==> config.mk <==
export PLATFORM = sky130hd
export DESIGN_NAME = ps2_joypad
export DESIGN_NICKNAME = d
export VERILOG_FILES = /design/src/rtl/ps2_pkg.sv /design/src/rtl/ps2_rx.sv /design/src/rtl/ps2_joypad.sv
export SDC_FILE = /design/constraint.sdc
export NUM_CORES = 1
export LEC_CHECK = 0
export BUFFER_PORTS_ARGS = -buffer_cell sky130_fd_sc_hd__buf_2
export CAP_MARGIN = 0
export CORE_MARGIN = 1
export CORE_UTILIZATION = 60
export CTS_CLUSTER_DIAMETER = 50
export DETAILED_ROUTE_END_ITERATION = 10
export PLACE_DENSITY_LB_ADDON = 0.2
export SYNTH_ARGS = -nofsm -noshare
export SYNTH_HDL_FRONTEND = slang
export SYNTH_HIERARCHICAL = 1
export SYNTH_SLANG_ARGS = --single-unit
==> constraint.sdc <==
create_clock -name clock -period 2.75 [get_ports clock]
set_input_delay 0.1375 -clock clock [delete_from_list [all_inputs] [get_ports clock]]
set_output_delay 0.1375 -clock clock [all_outputs]
set_load 0.02 [all_outputs]
==> src/rtl/ps2_pkg.sv <==
// Shared PS/2 keyboard constants: scancodes, joypad bit indices, receiver states.
package ps2_pkg;

  typedef enum logic [1:0] {ST_IDLE, ST_DATA, ST_PARITY, ST_STOP} rx_state_t;

  // Prefix / control scancodes
  localparam logic [7:0] SC_EXT = 8'hE0;
  localparam logic [7:0] SC_REL = 8'hF0;
  localparam logic [7:0] SC_PAU = 8'hE1;
  localparam logic [7:0] SC_BAT = 8'hAA;

  // Player 1 keys (arrows are E0-prefixed)
  localparam logic [7:0] SC_Z     = 8'h1A;
  localparam logic [7:0] SC_X     = 8'h22;
  localparam logic [7:0] SC_SPACE = 8'h29;
  localparam logic [7:0] SC_ENTER = 8'h5A;
  localparam logic [7:0] SC_UP    = 8'h75;
  localparam logic [7:0] SC_DOWN  = 8'h72;
  localparam logic [7:0] SC_LEFT  = 8'h6B;
  localparam logic [7:0] SC_RIGHT = 8'h74;

  // Player 2 keys
  localparam logic [7:0] SC_G  = 8'h34;
  localparam logic [7:0] SC_F  = 8'h2B;
  localparam logic [7:0] SC_1  = 8'h16;
  localparam logic [7:0] SC_2  = 8'h1E;
  localparam logic [7:0] SC_W  = 8'h1D;
  localparam logic [7:0] SC_S  = 8'h1B;
  localparam logic [7:0] SC_A  = 8'h1C;
  localparam logic [7:0] SC_D  = 8'h23;

  // Joypad bit indices
  localparam logic [2:0] BTN_A     = 3'd0;
  localparam logic [2:0] BTN_B     = 3'd1;
  localparam logic [2:0] BTN_SEL   = 3'd2;
  localparam logic [2:0] BTN_START = 3'd3;
  localparam logic [2:0] BTN_UP    = 3'd4;
  localparam logic [2:0] BTN_DOWN  = 3'd5;
  localparam logic [2:0] BTN_LEFT  = 3'd6;
  localparam logic [2:0] BTN_RIGHT = 3'd7;

  typedef struct packed {
    logic       hit;
    logic       p2;
    logic [2:0] idx;
  } key_map_t;

  // {ext, code} -> joypad bit; keypad codes without E0 fall through unmapped
  function automatic key_map_t map_key(input logic ext, input logic [7:0] code);
    key_map_t m;
    m = '0;
    case ({ext, code})
      {1'b0, SC_Z}:     m = '{1'b1, 1'b0, BTN_A};
      {1'b0, SC_X}:     m = '{1'b1, 1'b0, BTN_B};
      {1'b0, SC_SPACE}: m = '{1'b1, 1'b0, BTN_SEL};
      {1'b0, SC_ENTER}: m = '{1'b1, 1'b0, BTN_START};
      {1'b1, SC_UP}:    m = '{1'b1, 1'b0, BTN_UP};
      {1'b1, SC_DOWN}:  m = '{1'b1, 1'b0, BTN_DOWN};
      {1'b1, SC_LEFT}:  m = '{1'b1, 1'b0, BTN_LEFT};
      {1'b1, SC_RIGHT}: m = '{1'b1, 1'b0, BTN_RIGHT};
      {1'b0, SC_G}:     m = '{1'b1, 1'b1, BTN_A};
      {1'b0, SC_F}:     m = '{1'b1, 1'b1, BTN_B};
      {1'b0, SC_1}:     m = '{1'b1, 1'b1, BTN_SEL};
      {1'b0, SC_2}:     m = '{1'b1, 1'b1, BTN_START};
      {1'b0, SC_W}:     m = '{1'b1, 1'b1, BTN_UP};
      {1'b0, SC_S}:     m = '{1'b1, 1'b1, BTN_DOWN};
      {1'b0, SC_A}:     m = '{1'b1, 1'b1, BTN_LEFT};
      {1'b0, SC_D}:     m = '{1'b1, 1'b1, BTN_RIGHT};
      default:          m = '0;
    endcase
    return m;
  endfunction

endpackage

==> src/rtl/ps2_rx.sv <==
// PS/2 frame receiver: sync, falling-edge detect, 11-bit deframer, idle timeout.
module ps2_rx
  import ps2_pkg::*;
#(
  parameter int TIMEOUT = 25000
) (
  input  logic       clock,
  input  logic       reset_n,
  input  logic       ps2_clk,
  input  logic       ps2_dat,
  output logic [7:0] rx_byte,
  output logic       rx_valid,
  output logic       rx_ferr,
  output logic       rx_terr
);

  localparam int CW = $clog2(TIMEOUT + 1);

  logic [1:0]    clk_s, dat_s;
  logic          clk_d;
  logic          fall, din;
  rx_state_t     state, state_nx;
  logic [2:0]    bit_cnt;
  logic [7:0]    shreg;
  logic          par;
  logic [CW-1:0] cnt;

  assign fall = clk_d & ~clk_s[1];
  assign din  = dat_s[1];
  // Edge wins over a coincident timeout
  assign rx_terr = (state != ST_IDLE) && (cnt == CW'(TIMEOUT)) && !fall;

  // Two-flop synchronizers plus edge-detect history; idle lines are high
  always_ff @(posedge clock or negedge reset_n) begin
    if (!reset_n) begin
      clk_s <= 2'b11;
      dat_s <= 2'b11;
      clk_d <= 1'b1;
    end else begin
      clk_s <= {clk_s[0], ps2_clk};
      dat_s <= {dat_s[0], ps2_dat};
      clk_d <= clk_s[1];
    end
  end

  // Frame state register
  always_ff @(posedge clock or negedge reset_n) begin
    if (!reset_n) state <= ST_IDLE;
    else          state <= state_nx;
  end

  // Next-state: advance on each falling edge, abandon on timeout
  always_comb begin
    state_nx = state;
    case (state)
      ST_IDLE:   if (fall && !din)           state_nx = ST_DATA;
      ST_DATA:   if (fall && bit_cnt == 3'd7) state_nx = ST_PARITY;
      ST_PARITY: if (fall)                   state_nx = ST_STOP;
      ST_STOP:   if (fall)                   state_nx = ST_IDLE;
      default:                               state_nx = ST_IDLE;
    endcase
    if (rx_terr) state_nx = ST_IDLE;
  end

  // Shift data LSB first, capture parity, check the frame at the stop bit
  always_ff @(posedge clock or negedge reset_n) begin
    if (!reset_n) begin
      bit_cnt  <= '0;
      shreg    <= '0;
      par      <= 1'b0;
      rx_byte  <= '0;
      rx_valid <= 1'b0;
      rx_ferr  <= 1'b0;
    end else begin
      rx_valid <= 1'b0;
      rx_ferr  <= 1'b0;
      if (fall) begin
        case (state)
          ST_IDLE:   bit_cnt <= '0;
          ST_DATA: begin
            shreg   <= {din, shreg[7:1]};
            bit_cnt <= bit_cnt + 3'd1;
          end
          ST_PARITY: par <= din;
          ST_STOP: begin
            if (din && (^{shreg, par})) begin
              rx_byte  <= shreg;
              rx_valid <= 1'b1;
            end else begin
              rx_ferr <= 1'b1;
            end
          end
          default: ;
        endcase
      end
    end
  end

  // Cycles since the last falling edge while a frame is open (saturating)
  always_ff @(posedge clock or negedge reset_n) begin
    if (!reset_n)                          cnt <= '0;
    else if (state == ST_IDLE || fall)     cnt <= '0;
    else if (cnt != CW'(TIMEOUT))          cnt <= cnt + CW'(1);
  end

endmodule

==> src/rtl/ps2_joypad.sv <==
// PS/2 keyboard to two Dendy joypad states: prefix tracking and key map.
module ps2_joypad
  import ps2_pkg::*;
#(
  parameter int TIMEOUT = 25000
) (
  input  logic       clock,
  input  logic       reset_n,
  input  logic       ps2_clk,
  input  logic       ps2_dat,
  output logic [7:0] joy1,
  output logic [7:0] joy2,
  output logic [7:0] kbd_byte,
  output logic       kbd_valid,
  output logic       err
);

  logic       rx_valid, rx_ferr, rx_terr;
  logic [7:0] rx_byte;
  logic       ext, rel;
  key_map_t   km;

  ps2_rx #(.TIMEOUT(TIMEOUT)) u_rx (
    .clock    (clock),
    .reset_n  (reset_n),
    .ps2_clk  (ps2_clk),
    .ps2_dat  (ps2_dat),
    .rx_byte  (rx_byte),
    .rx_valid (rx_valid),
    .rx_ferr  (rx_ferr),
    .rx_terr  (rx_terr)
  );

  assign kbd_byte  = rx_byte;
  assign kbd_valid = rx_valid;
  assign err       = rx_ferr | rx_terr;
  assign km        = map_key(ext, rx_byte);

  // Decode accepted bytes; a bad frame drops any pending prefix, a timeout keeps it
  always_ff @(posedge clock or negedge reset_n) begin
    if (!reset_n) begin
      ext  <= 1'b0;
      rel  <= 1'b0;
      joy1 <= '0;
      joy2 <= '0;
    end else if (rx_valid) begin
      case (rx_byte)
        SC_EXT: ext <= 1'b1;
        SC_REL: rel <= 1'b1;
        SC_PAU: ;
        SC_BAT: begin
          ext  <= 1'b0;
          rel  <= 1'b0;
          joy1 <= '0;
          joy2 <= '0;
        end
        default: begin
          if (km.hit) begin
            if (km.p2) joy2[km.idx] <= ~rel;
            else       joy1[km.idx] <= ~rel;
          end
          ext <= 1'b0;
          rel <= 1'b0;
        end
      endcase
    end else if (rx_ferr) begin
      ext <= 1'b0;
      rel <= 1'b0;
    end
  end

endmodule

# Word-level counts from Yosys, hierarchy flattened
# Index checks and enable logic that the tools add are counted.
dict set report op_classes {
  addsub 2
  muxes 31
  reduce_logical 29
  bitwise 5
  div 0
  multipliers 0
  order_cmp 2
  n_eq_ne 33
  shifts 0
}
# operator n
set op_table {}
lappend op_table {{case mux 5 bit (16 select lines)} 1}
lappend op_table {{== test 9 x 5 -> 1 bit (second input constant)} 6}
lappend op_table {{== test 9 x 6 -> 1 bit (second input constant)} 5}
lappend op_table {{== test 9 bit (second input constant)} 4}
lappend op_table {{== test 8 bit (second input constant)} 4}
lappend op_table {{2-to-1 mux 8 bit} 4}
lappend op_table {{case mux 8 bit (2 select lines)} 2}
lappend op_table {{2-to-1 mux 15 bit} 2}
lappend op_table {{bitwise mux 8 bit} 2}
lappend op_table {{adder 15 x 1 -> 15 bit (second input constant)} 1}
lappend op_table {{== test 15 bit (second input constant)} 1}
lappend op_table {{inequality test 15 bit (second input constant)} 1}
lappend op_table {{inequality test 3 x 2 -> 1 bit (second input constant)} 4}
lappend op_table {{AND reduction 4 bit} 3}
lappend op_table {{nonzero test 2 bit} 6}
lappend op_table {{2-to-1 mux 1 bit} 10}
lappend op_table {{2-to-1 mux 2 bit} 5}
lappend op_table {{AND reduction 2 bit} 5}
lappend op_table {{== test 9 x 7 -> 1 bit (second input constant)} 1}
lappend op_table {{parity 9 bit} 1}
lappend op_table {{case mux 2 bit (4 select lines)} 1}
lappend op_table {{logical AND 1 bit} 6}
lappend op_table {{case mux 3 bit (2 select lines)} 1}
lappend op_table {{== test 2 bit (second input constant)} 2}
lappend op_table {{18 further kinds} 24}
dict set report word_totals {
  mem_count 0
  latch_bits 0
  elab_cells 117
  ram_bits 0
  ff_bits 62
  rom_bits 0
}

# Logic depth before layout (Yosys ltp)
dict set report depth {
  word_depth 10
  depth_mapped 8
}

# Modules after synthesis
# The synthesis kept the hierarchy.
# module instances area_per_inst_um2 seq_area_each_um2 cells_each
set modules_own_cells {}
lappend modules_own_cells {ps2_rx 1 2023.2 1107.3 166}
lappend modules_own_cells {ps2_joypad 1 1506.4 450.4 180}

# Worst setup path before layout
# OpenSTA, ideal clock, no wires.
dict set report synth_path {
  kind {register to register}
  startpoint {register u_rx.rx_byte[7]}
  endpoint {register joy2[0]}
  setup_slack_ns 0.417
  setup_time_ns 0.125
  required_ns 2.625
  arrival_time_ns 2.208
  stages_incl_launch_ff 8
  synth_period_minus_slack_ns 2.333
  n_path_buf 1
  cell_sequence {dfrtp_1 or3_1 buf_4 nor4_4 a31o_2 o21ai_1 nor3_1 mux2_2}
}
dict set report synth_between {
  elab_chain_len 10
  elab_cells_between_ends 35
  cone_classes {order compare: 2; eq/ne: 20; mux: 7; bitwise: 1; reduce/logical: 5}
}
# item line
set synth_rtl {}
lappend synth_rtl {{start: declaration} ps2_rx.sv:11} ;# output logic [7:0] rx_byte,
lappend synth_rtl {{start signal: assignment} ps2_rx.sv:87} ;# rx_byte <= shreg;
lappend synth_rtl {{== test 9 x 6 -> 1 bit, or another cell as far along} ps2_pkg.sv:52} ;# case ({ext, code})
lappend synth_rtl {{case mux 5 bit (16 select lines)} ps2_pkg.sv:52}
lappend synth_rtl {{less-than comparator 3 x 4 -> 1 bit (not written as such) or >= comparator 3 x 1 -> 1 bit (tied branches)} ps2_joypad.sv:59} ;# if (km.p2) joy2[km.idx] <= ~rel;
lappend synth_rtl {{logical AND 1 bit (not written as such)} ps2_joypad.sv:59}
lappend synth_rtl {{2-to-1 mux 1 bit (not written as such)} ps2_joypad.sv:59}
lappend synth_rtl {{demux 1 bit (select 3 bit)} ps2_joypad.sv:59}
lappend synth_rtl {{bitwise mux 8 bit} ps2_joypad.sv:59}
lappend synth_rtl {{2-to-1 mux 8 bit} ps2_joypad.sv:59}
lappend synth_rtl {{2-to-1 mux 8 bit} ps2_joypad.sv:58} ;# if (km.hit) begin
lappend synth_rtl {{case mux 8 bit (2 select lines)} ps2_joypad.sv:47} ;# case (rx_byte)
lappend synth_rtl {{end signal: indexed assignment} ps2_joypad.sv:59}
lappend synth_rtl {{end: declaration} ps2_joypad.sv:12} ;# output logic [7:0] joy2,
# Parallel ways exist; a longest one is shown, timed or not. The select of a mux whose other input is x is not followed.
# A chain may end at the register's enable or synchronous reset.

# Final worst setup path
dict set report layout_path {
  startpoint {register ext}
  endpoint {register joy2[0]}
}
dict set report layout_between {
  elab_chain_len 10
  elab_cells_between_ends 29
  cone_classes {order compare: 2; eq/ne: 16; mux: 7; reduce/logical: 4}
}
# item line
set layout_rtl {}
lappend layout_rtl {{start: declaration} ps2_joypad.sv:20} ;# logic ext, rel;
lappend layout_rtl {{start signal: assignment} ps2_joypad.sv:42} ;# ext <= 1'b0;
lappend layout_rtl {{start signal: assignment} ps2_joypad.sv:48} ;# SC_EXT: ext <= 1'b1;
lappend layout_rtl {{start signal: assignment} ps2_joypad.sv:52} ;# ext <= 1'b0;
lappend layout_rtl {{== test 9 x 6 -> 1 bit, or another cell as far along} ps2_pkg.sv:52}
lappend layout_rtl {{case mux 5 bit (16 select lines) (*)} ps2_pkg.sv:52}
lappend layout_rtl {{less-than comparator 3 x 4 -> 1 bit (not written as such) or >= comparator 3 x 1 -> 1 bit (tied branches)} ps2_joypad.sv:59}
lappend layout_rtl {{logical AND 1 bit (not written as such)} ps2_joypad.sv:59}
lappend layout_rtl {{2-to-1 mux 1 bit (not written as such)} ps2_joypad.sv:59}
lappend layout_rtl {{demux 1 bit (select 3 bit)} ps2_joypad.sv:59}
lappend layout_rtl {{bitwise mux 8 bit} ps2_joypad.sv:59}
lappend layout_rtl {{2-to-1 mux 8 bit} ps2_joypad.sv:59}
lappend layout_rtl {{2-to-1 mux 8 bit} ps2_joypad.sv:58}
lappend layout_rtl {{case mux 8 bit (2 select lines)} ps2_joypad.sv:47}
# Every way passes the cells marked *; elsewhere a longest branch is shown, timed or not. The select of a mux whose other input is x is not followed.

==> metrics.cfg <==
[pwr]
power_w = 0.00304
p_leak_nw = 1.85
ir_drop_mv = 0.559
power.density_nw_per_um2 = 760

[worst_hold_path]
hold_path.class = register to register
whs_path_depth = 0

[final_layout]
drive_gt1_share_pct = 23.5
diodes = 0
area_delta_synth_final_pct = 13.4
nNetsFinal = 396
final_core_util_pct = 71.8
final_cell_count_no_fill = 460

[critical_path]
reg2reg_depth = 6
critical_path_class = register to register
required_ns = 2.97
cp-end-kind = register
cp.arrival_ns = 2.72
cp_max_fo = 12
critPathLaunchType = register

[global_route]
antenna_found_initial = 0
grt_usage_pct = 27.0
grt_pass1_vias = 2646
grt_max_degree = 63
gr-total-overflow = 0
grt_pass1_wl_microns = 12800

[floorplan]
die_w_microns = 78.7
die-area_sq_um = 6190
io_pins = 30
start_util_pct = 63.3
die_y_microns = 78.7
core_sq_um = 5570
rows = 27

[yosys]
ys_ff_latch = 62
synth.distinct_cells = 66
synth.avg_cell_area_sq_um = 10.2
synth-edff-count = 0
yosysWarnings = 6
ys_seq_area_share_pct = 44.1
syn_inst = 346
synthFlopType = dfrtp_1
syn_area_sq_um = 3530
synthArstFlopShare_pct = 100
syn_nets = 359

[drt]
dr.pass1.iters = 5
wl_microns = 7590
routedWlPerCell_microns = 16.5
drc = 0
vias_per_cell = 5.98
routed-via-count = 2750
ant_nets = 0
first_iter_violations = 291

[timing]
timing.final.crit_share_pct = 91.0
setup_viol_count_final = 0
finClkSkew_ns = 0.00806
tightest_slew_ns = 0.766
finalHoldViolations = 0
drv_slew = 0
min_period_ns = 2.50
finalSetupTns_ns = 0
rsz0062_at_grt = false
slew_headroom_pct = 48.5
fmax_mhz = 400
timing.hold.ws_ns = 0.357

[clock_tree]
cts_buffers = 9
cts.sinks = 62
clk_latency_ns = 0.33
cts_tree = done
clockRootBuffer = clkbuf_8
htree_levels = 3
clk_pin_slew_worst_paths_ns = 0.07
cts_buffer_depth = 2

[place]
dp_cells = 441
gp_congestion = 0.930
port_buffers = 29
dpl.hpwl_microns = 5200

[status]
outcome = finished clean

[job]
maxCapViolCount = 0

## cell usage in the layout, fill, tap and decap left out, types with 5 or more instances in the layout
cell / synthesis / layout
dfrtp_1: 57 / 57
nor2_1: 30 / 30
buf_2: 4 / 29
nand2_1: 28 / 28
mux2_2: 19 / 19
xnor2_1: 12 / 12
o21ai_0: 11 / 11
a21oi_1: 11 / 11
nand2b_1: 10 / 10
inv_1: 10 / 10
nor3_1: 10 / 10
nand3_1: 10 / 10
clkbuf_8: 0 / 10
xor2_1: 9 / 9
buf_4: 1 / 9
ha_1: 9 / 9
mux2i_1: 8 / 8
or3_1: 6 / 6
nand4_1: 6 / 6
or2_2: 5 / 5
nand3b_1: 5 / 5
dfstp_2: 5 / 5
## path summary, 6_finish.rpt
| path | from | to | slack [ns] |
|---|---|---|---|
| max | ext$_DFFE_PN0P_ | joy2[0]$_DFFE_PN0P_ | 0.25 |
| min | u_rx/dat_s[0]$_DFF_PN1_ | u_rx/dat_s[1]$_DFF_PN1_ | 0.36 |
| max reg2reg | ext$_DFFE_PN0P_ | joy2[0]$_DFFE_PN0P_ | 0.25 |
| min reg2reg | u_rx/dat_s[0]$_DFF_PN1_ | u_rx/dat_s[1]$_DFF_PN1_ | 0.36 |
| max in group asynchronous | reset_n | u_rx/cnt[4]$_DFFE_PN0P_ | 1.74 |
| min in group asynchronous | reset_n | u_rx/rx_byte[5]$_DFFE_PN0P_ | 0.48 |
## kinds of logic after synthesis
logic type      count (synthesis)  share of synthesized area, %
flops                          62                          44.1
compound gates                 55                          11.1
xor+xnor                       22                          5.85
mux                            27                          8.33
simple gates                  145                          23.9
fa+ha+maj                      10                          3.47
buf+inv                        25                          3.19
## layout make-up
type	instances	area, sq um
clock buffers	12	145
clock inverters	4	70.1
fillers	430	1570
inverters	10	37.5
multi-input cells	259	1860
flip-flops and latches	62	1560
well taps	72	90.1
repair buffers	41	243
## power breakdown
part           leakage, nW  internal, W  total, W  switching (W)
Sequential           0.832      0.00105   0.00122       0.000172
Combinational        0.903     0.000440  0.000953       0.000513
Clock                0.110     0.000533  0.000870       0.000337
## state kept, by name, summed over array words and instances, names as in the netlist
signal / cells
u_rx/cnt: 15
rel: 1
u_rx/clk_s: 2
joy2: 8
u_rx/shreg: 8
u_rx/par: 1
u_rx/clk_d: 1
u_rx/dat_s: 2
u_rx/state: 2
u_rx/rx_valid: 1
u_rx/rx_byte: 8
ext: 1
u_rx/rx_ferr: 1
u_rx/bit_cnt: 3
joy1: 8
## critical path: stages (launching register included)
cell     delay, ns
dfrtp_1       0.56
or3_1         0.35
nor2_1        0.09
a31o_2        0.27
or3_1         0.50
nor3_1        0.25
mux2_2        0.36
## through the flow
step / instance area, sq um / worst slack (ns)
after detailed placement: 3760 / 0.280
after global routing: 4000 / 0.0779
after global placement: 3760 / 0.263
after floorplan: 3530 / 0.417
after CTS: 4000 / 0.259
final: 4000 / 0.248
## cells in the mapped netlist, drive strengths merged (2+ instances only)
cell type | number | area, sq um
a211oi | 2 | 20.0
or3 | 6 | 37.5
a32o | 2 | 20.0
ha | 9 | 113
nand4bb | 4 | 45.0
or4b | 3 | 30.0
buf | 7 | 42.5
nand2 | 28 | 105
and4 | 2 | 18.8
nor3b | 3 | 27.5
inv | 10 | 37.5
nor4 | 2 | 27.5
nor2 | 31 | 124
o21ai | 15 | 75.1
a221o | 3 | 30.0
xnor2 | 12 | 105
nand3b | 5 | 37.5
dfstp | 5 | 131
nand4b | 2 | 17.5
a22o | 3 | 26.3
or4 | 2 | 15.0
xor2 | 9 | 78.8
nand4 | 6 | 37.5
or2 | 5 | 31.3
nor3 | 10 | 50.1
o211a | 2 | 20.0
and3 | 5 | 32.5
nand3 | 10 | 50.1
o211ai | 2 | 15.0
o2111ai | 2 | 17.5
mux2i | 8 | 80.1
clkbuf | 8 | 32.5
and2 | 4 | 25.0
nor2b | 3 | 18.8
mux2 | 19 | 214
a21oi | 12 | 63.8
dfrtp | 57 | 1430
nand2b | 10 | 62.6
o31ai | 3 | 22.5
## layer usage
layer | part of all wire (%) | GRT usage [%] | up-vias
met5 | 0 | 0 | -
met4 | 1.6 | 11.3 | 0
met3 | 3.5 | 4.94 | 13
met2 | 50 | 45.3 | 65
met1 | 45 | 34.2 | 1356
li1 | - | - | 1316
## what timing repair did
action | CTS | global route
endpoints found under the hold margin | 43 | 0
buffers inserted | 0 | 0
hold buffers | 3 | 0
gates resized for setup | 0 | 0
(Power assumes the default switching activity.)
